**src/rtl/uart_tx_engine_if.sv**
```systemverilog
// FWFT FIFO head handshake between a TX FIFO (master) and the UART TX engine (slave).
// The engine pops with a one-cycle o_fifo_rd_req and samples the head word in that cycle.
interface uart_tx_engine_if #(
  parameter int DW = 8
);
  logic          i_fifo_valid;
  logic [DW-1:0] i_fifo_data;
  logic          i_fifo_parity_error;
  logic          o_fifo_rd_req;

  modport master (
    output i_fifo_valid,
    output i_fifo_data,
    output i_fifo_parity_error,
    input  o_fifo_rd_req
  );

  modport slave (
    input  i_fifo_valid,
    input  i_fifo_data,
    input  i_fifo_parity_error,
    output o_fifo_rd_req
  );
endinterface

```
**src/rtl/uart_tx_engine.sv**
```systemverilog
// UART transmitter: pops one word from an FWFT FIFO and serialises it (start, 5-8 data, parity, 1-2 stop).
// Frame begins the cycle after the pop; the FIFO is only popped from IDLE, so it is held off for the whole frame.
module uart_tx_engine #(
  parameter int OVERSAMPLE = 16,
  parameter int DW         = 8
) (
  input  logic            i_clk,
  input  logic            i_nrst,
  input  logic            i_baud_tick,
  input  logic            i_tx_en,
  input  logic            i_parity_en,
  input  logic            i_parity_odd,
  input  logic            i_stop2,
  input  logic [1:0]      i_data_len,
  uart_tx_engine_if.slave fifo_if,
  output logic            o_txd,
  output logic            o_busy,
  output logic            o_done,
  output logic            o_drop
);
  localparam int            CW       = $clog2(OVERSAMPLE);
  localparam logic [CW-1:0] CNT_LAST = CW'(OVERSAMPLE - 1);

  typedef enum logic [2:0] {IDLE, START, DATA, PARITY, STOP} state_t;

  state_t        state_q, state_d;
  logic [CW-1:0] cnt_q, cnt_d;
  logic [2:0]    idx_q, idx_d;
  logic [7:0]    data_q, data_d;
  logic [1:0]    len_q, len_d;
  logic          par_en_q, par_en_d;
  logic          par_odd_q, par_odd_d;
  logic          stop2_q, stop2_d;
  logic          txd_q, txd_d;
  logic          done_q, done_d;
  logic          drop_q, drop_d;
  logic          arm_q, arm_d;
  logic          pop;
  logic          bit_end;
  logic          par_bit;
  logic [2:0]    last_idx;
  logic [7:0]    data_mask;

  assign bit_end   = i_baud_tick && (cnt_q == CNT_LAST);
  assign last_idx  = 3'd4 + {1'b0, len_q};
  assign data_mask = 8'hFF >> (2'd3 - len_q);
  assign par_bit   = (^(data_q & data_mask)) ^ par_odd_q;

  // arm_q is low for one cycle after every pop and after reset, which blocks a double pop
  // and any pop before the first clock edge out of reset.
  always_comb begin
    state_d   = state_q;
    cnt_d     = cnt_q;
    idx_d     = idx_q;
    data_d    = data_q;
    len_d     = len_q;
    par_en_d  = par_en_q;
    par_odd_d = par_odd_q;
    stop2_d   = stop2_q;
    txd_d     = txd_q;
    done_d    = 1'b0;
    drop_d    = 1'b0;
    arm_d     = 1'b1;
    pop       = 1'b0;

    if (state_q != IDLE && i_baud_tick) begin
      cnt_d = bit_end ? '0 : cnt_q + CW'(1);
    end

    case (state_q)
      IDLE: begin
        txd_d = 1'b1;
        cnt_d = '0;
        idx_d = '0;
        if (i_tx_en && fifo_if.i_fifo_valid && arm_q) begin
          pop       = 1'b1;
          arm_d     = 1'b0;
          data_d    = fifo_if.i_fifo_data[DW-1 -: 8];
          len_d     = i_data_len;
          par_en_d  = i_parity_en;
          par_odd_d = i_parity_odd;
          stop2_d   = i_stop2;
          if (fifo_if.i_fifo_parity_error) begin
            drop_d = 1'b1;
          end else begin
            state_d = START;
            txd_d   = 1'b0;
          end
        end
      end
      START: begin
        if (bit_end) begin
          state_d = DATA;
          idx_d   = '0;
          txd_d   = data_q[0];
        end
      end
      DATA: begin
        if (bit_end) begin
          if (idx_q == last_idx) begin
            idx_d = '0;
            if (par_en_q) begin
              state_d = PARITY;
              txd_d   = par_bit;
            end else begin
              state_d = STOP;
              txd_d   = 1'b1;
            end
          end else begin
            idx_d = idx_q + 3'd1;
            txd_d = data_q[idx_q + 3'd1];
          end
        end
      end
      PARITY: begin
        if (bit_end) begin
          state_d = STOP;
          idx_d   = '0;
          txd_d   = 1'b1;
        end
      end
      STOP: begin
        // idx_q counts stop bits already completed
        if (bit_end) begin
          if (stop2_q && idx_q == 3'd0) begin
            idx_d = 3'd1;
          end else begin
            state_d = IDLE;
            idx_d   = '0;
            done_d  = 1'b1;
          end
        end
      end
      default: begin
        state_d = IDLE;
        txd_d   = 1'b1;
      end
    endcase
  end

  always_ff @(posedge i_clk or negedge i_nrst) begin
    if (!i_nrst) begin
      state_q   <= IDLE;
      cnt_q     <= '0;
      idx_q     <= '0;
      data_q    <= '0;
      len_q     <= '0;
      par_en_q  <= 1'b0;
      par_odd_q <= 1'b0;
      stop2_q   <= 1'b0;
      txd_q     <= 1'b1;
      done_q    <= 1'b0;
      drop_q    <= 1'b0;
      arm_q     <= 1'b0;
    end else begin
      state_q   <= state_d;
      cnt_q     <= cnt_d;
      idx_q     <= idx_d;
      data_q    <= data_d;
      len_q     <= len_d;
      par_en_q  <= par_en_d;
      par_odd_q <= par_odd_d;
      stop2_q   <= stop2_d;
      txd_q     <= txd_d;
      done_q    <= done_d;
      drop_q    <= drop_d;
      arm_q     <= arm_d;
    end
  end

  assign fifo_if.o_fifo_rd_req = pop;
  assign o_txd                 = txd_q;
  assign o_busy                = (state_q != IDLE);
  assign o_done                = done_q;
  assign o_drop                = drop_q;

endmodule

```
**src/flat_wrapper.sv**
```systemverilog
// flat-port wrapper written by rule: the top's interface ports become plain ports
module uart_tx_engine_flat 
#(
  parameter int OVERSAMPLE = 16,
  parameter int DW         = 8
)
  (i_clk, i_nrst, i_baud_tick, i_tx_en, i_parity_en, i_parity_odd, i_stop2, i_data_len, o_txd, o_busy, o_done, o_drop, fifo_if_i_fifo_valid, fifo_if_i_fifo_data, fifo_if_i_fifo_parity_error, fifo_if_o_fifo_rd_req);
  uart_tx_engine_if #(.DW(DW)) fifo_if_i ();
  input  logic i_clk;
  input  logic i_nrst;
  input  logic i_baud_tick;
  input  logic i_tx_en;
  input  logic i_parity_en;
  input  logic i_parity_odd;
  input  logic i_stop2;
  input  logic [1:0] i_data_len;
  output logic o_txd;
  output logic o_busy;
  output logic o_done;
  output logic o_drop;
  input wire logic [$bits(fifo_if_i.i_fifo_valid)-1:0] fifo_if_i_fifo_valid;
  input wire logic [$bits(fifo_if_i.i_fifo_data)-1:0] fifo_if_i_fifo_data;
  input wire logic [$bits(fifo_if_i.i_fifo_parity_error)-1:0] fifo_if_i_fifo_parity_error;
  output wire logic [$bits(fifo_if_i.o_fifo_rd_req)-1:0] fifo_if_o_fifo_rd_req;
  assign fifo_if_i.i_fifo_valid = fifo_if_i_fifo_valid;
  assign fifo_if_i.i_fifo_data = fifo_if_i_fifo_data;
  assign fifo_if_i.i_fifo_parity_error = fifo_if_i_fifo_parity_error;
  assign fifo_if_o_fifo_rd_req = fifo_if_i.o_fifo_rd_req;
  uart_tx_engine #(.OVERSAMPLE(OVERSAMPLE), .DW(DW)) u_core (.i_clk(i_clk), .i_nrst(i_nrst), .i_baud_tick(i_baud_tick), .i_tx_en(i_tx_en), .i_parity_en(i_parity_en), .i_parity_odd(i_parity_odd), .i_stop2(i_stop2), .i_data_len(i_data_len), .fifo_if(fifo_if_i), .o_txd(o_txd), .o_busy(o_busy), .o_done(o_done), .o_drop(o_drop));
endmodule
```
**config.mk**
```make
export PLATFORM = sky130hd
export DESIGN_NAME = uart_tx_engine_flat
export DESIGN_NICKNAME = d
export VERILOG_FILES = /design/src/rtl/uart_tx_engine_if.sv /design/src/rtl/uart_tx_engine.sv /design/src/flat_wrapper.sv
export SDC_FILE = /design/constraint.sdc
export NUM_CORES = 1
export LEC_CHECK = 0
export BUFFER_PORTS_ARGS = -buffer_cell sky130_fd_sc_hd__buf_4
export CORE_MARGIN = 2
export CORE_UTILIZATION = 55
export CTS_CLUSTER_DIAMETER = 40
export DETAILED_ROUTE_END_ITERATION = 8
export GPL_TIMING_DRIVEN = 0
export PLACE_DENSITY_LB_ADDON = 0.1
export RECOVER_POWER = 25
export SYNTH_ARGS = -nofsm -noshare
export SYNTH_HDL_FRONTEND = slang
export SYNTH_SLANG_ARGS = --single-unit
```
**constraint.sdc**
```tcl
create_clock -name i_clk -period 2.2 [get_ports i_clk]
set_input_delay 0.33 -clock i_clk [delete_from_list [all_inputs] [get_ports i_clk]]
set_output_delay 0.33 -clock i_clk [all_outputs]
set_load 0.02 [all_outputs]
```
==> impl_results.md <==
- Fin. Hold Viols: 0
- Register area share after synthesis: 45.5%
- Final setup viols: 0
- Static Leakage: 0.000747 µW
- Period minus WS final: 2.08 ns
- Worst skew pair latency: 0.33 ns
- Grt ovf: 0
- Max Cap Viol: 0
- Most common cell after layout, fill and taps aside: dfrtp_1
- Async set-reset flop share out of synthesis: 100%
- Via/cell ratio: 5.76
- TNS Setup: 0 ns
- Critical path's top delay family: simple AND/OR/NAND/NOR gates
- Largest cells by area after synthesis: dfrtp_1 44%, mux2_2 9.8%, xnor2_1 4.1%
- Top FF cell, synth: dfrtp_1
- Top cell type's share of synthesized area: between 40% and 50%
- RR Startpoint: u_core.idx_q[0]$_DFFE_PN0P_
- PD cells: 1050 mW/mm²
- Skew final: approximately 0.0049 ns
- Hold_sp: i_parity_en
- Dpl ws: 0.185 ns
- Tcrit/Tclk final: 94.4%
- Initial DRC Count: 26
- Distinct cells, synth: 41
- Final WL: about 2600 µm
- Largest net degree at the start of global routing: 28
- First-pass GRT wire length: approximately 4600 µm
- # nets final: 182
- GP Congestion: 0.801
- Fraction of synthesized cell area in xor and xnor cells: under 10%
- CTS tree: done
- Peak VDD IR: 0.811 mV
- Share of layout cells above drive strength 1: between 20% and 30%
- Startpoint types: register
- DRT antenna net count: 0
- Seq cells post-synth: 27
- Final-report max-slew violation count: 0
- Slowest-stage cell, CP: dfrtp_1
- Critical Path Sink Type: primary output
- Critical path class: reg2out
- Clock Path Buffers: 2
- Setup WS post-layout: 0.123 ns
- Area leader, netlist: dfrtp_1
- Mapped Cells: 133
- Core Area: 0.00252 mm²
- CTS clk-pin slew, worst paths: 0.14 ns
- DRT Pass-1 Iters: 4
- Adder-cell area share of the yosys netlist: 2.53%
- Initial Util: 58.9%
- Mapped Avg Cell Area: 11.2 µm²
- Post-CTS setup buffer count: 0
- Cell Count, Final, Fillers Out: approximately 190
- Net Count, Synth: ~160
- # IOs: 24
- Post-Synth Simple-Gate Area: between 10 and 15%
- Overall Global Routing Usage: 18.5%
- Vias: 1089
- Tightest Pin Transition: 1.42 ns
- Main combinational cell family by area after synthesis: multiplexers
- I/O Buffers: 22
- Dpl cells: 185
- Die area: approximately 0.0031 mm²
- Worst Path Arrival: 1.75 ns
- FP Rows: 18
- Final core occ: 68.4%
- Worst-path maximum fanout: 17
- Critical Path, Cell by Cell: buf_6, nor3_4, and4_1, buf_6, buf_4
- Die H: 56.0 µm
- Post-DP HPWL: slightly above 2000 µm
- Htree depth: 1
- Worst endpoint required time: 1.87 ns
- Area delta synth->final: 16.0%
- Number of clock sinks: 27
- Mux share of post-synthesis cell area: 14.9%
- WP buf/inv: 3
- Most frequent cells in the layout: 26 x dfrtp_1, 21 x buf_4, 13 x mux2_2, 9 x nor2_1, 8 x inv_1
- Synthesized cell area: 0.00149 mm²
- Initial antenna violation count: 0
- RSZ-0062 raised after global routing: false
- Min-delay worst type: in2reg
- Worst path max stage delay: 0.40 ns
- WL per Instance: 14.0 µm
- Peak Freq: 482 MHz
- DRC violations left: 0
- Rel. slew slack: 5.11%
- CP most frequent cell: buf_6
- Clk root buf: clkbuf_4
- Yosys warning total: 0
- Num CTS Buffers: 3
- Vias in the first global route: 1062
- Die Width: between 50 and 60 µm
- EDFF count, synth: 0
- Status: complete, no violations
- Crit path from: u_core.state_q[0]$_DFFE_PN0P_
- Antenna diodes: 0
- Synth Area in Compound Gates: 11.4%
## sequential cells by signal (all words and copies together) (netlist names)
signal / cells
u_core.o_txd: 1
u_core.cnt_q: 4
u_core.state_q: 3
u_core.par_odd_q: 1
u_core.stop2_q: 1
u_core.idx_q: 3
u_core.data_q: 8
u_core.arm_q: 1
u_core.len_q: 2
u_core.o_done: 1
u_core.par_en_q: 1
u_core.o_drop: 1
## cell families (layout without fill, tap and decap cells)
| group | Yosys count | after routing |
|---|---|---|
| compound gates | 26 | 26 |
| xor+xnor | 10 | 10 |
| buf+inv | 15 | 41 |
| simple gates | 34 | 34 |
| flops | 27 | 27 |
| fa+ha+maj | 3 | 3 |
| mux | 18 | 18 |
## area by class of cell
class	count	area [µm²]
sequential	27	677
fill	198	798
tap	30	37.5
buffer	6	38.8
timing repair buffer	23	171
clock inverter	1	7.51
multi-input combinational	91	739
clock buffer	3	22.5
inverter	8	30.0
## cell usage after synthesis, types with 2 or more instances
cell	count
dfrtp_1	26
mux2_2	13
nor2_1	9
inv_1	8
a21oi_1	7
xnor2_1	7
nand2_1	6
o21ai_0	6
nor3_1	4
a31oi_1	3
clkbuf_1	3
ha_1	3
mux2i_1	3
and3b_1	2
and4_1	2
buf_2	2
mux4_2	2
nand3_1	2
nand4_1	2
xor2_1	2
## timing repair
action,4_1_cts,5_1_grt
setup endpoints to repair,1,1
hold buffers,1,0
hold endpoints to repair,26,0
resized for setup,0,1
## final timing paths
check / endpoint / slack, ns / cells after the start
max: fifo_if_o_fifo_rd_req / 0.12 / 5
min reg2reg: u_core.idx_q[2]$_DFFE_PN0P_ / 0.54 / 1
max reg2reg: u_core.o_txd$_DFFE_PN1P_ / 0.19 / 7
min in group asynchronous: u_core.cnt_q[3]$_DFFE_PN0P_ / 0.84 / 2
max in group asynchronous: u_core.idx_q[1]$_DFFE_PN0P_ / 0.54 / 2
min: u_core.par_en_q$_DFFE_PN0P_ / 0.20 / 3
## report_power, final
part           total [µW]  switching, µW  internal (µW)
combinational         792            302            490
sequential            802            145            657
clock                 221            151           69.6
## routing by layer
layer	vias up	global-route usage, %	wire [µm]	share of wire [%]
li1	529	-	-	-
met5	-	0	0	0
met1	524	23.9	1170	44
met2	32	31.3	1290	49
met4	0	7.14	27	1.0
met3	4	2.79	161	6.1
## through the flow
stage          hold WS, ns  cell area [µm²]  total power (µW)
2_1_floorplan       0.0344             1490              1440
3_3_place_gp         0.257             1690              1590
3_5_place_dp         0.263             1690              1610
4_1_cts              0.189             1720              1840
5_1_grt              0.199             1720              1960
6_report             0.201             1720              1810
## worst reg2reg max path: stages, from the launching register on
cell and delay (ns):
dfrtp_1 0.53, inv_1 0.11, ha_1 0.37, mux4_2 0.31, mux2_2 0.27, o211ai_1 0.16
a31oi_1 0.06, o22a_1 0.16
No activity file was read; power rests on OpenSTA's default activity.
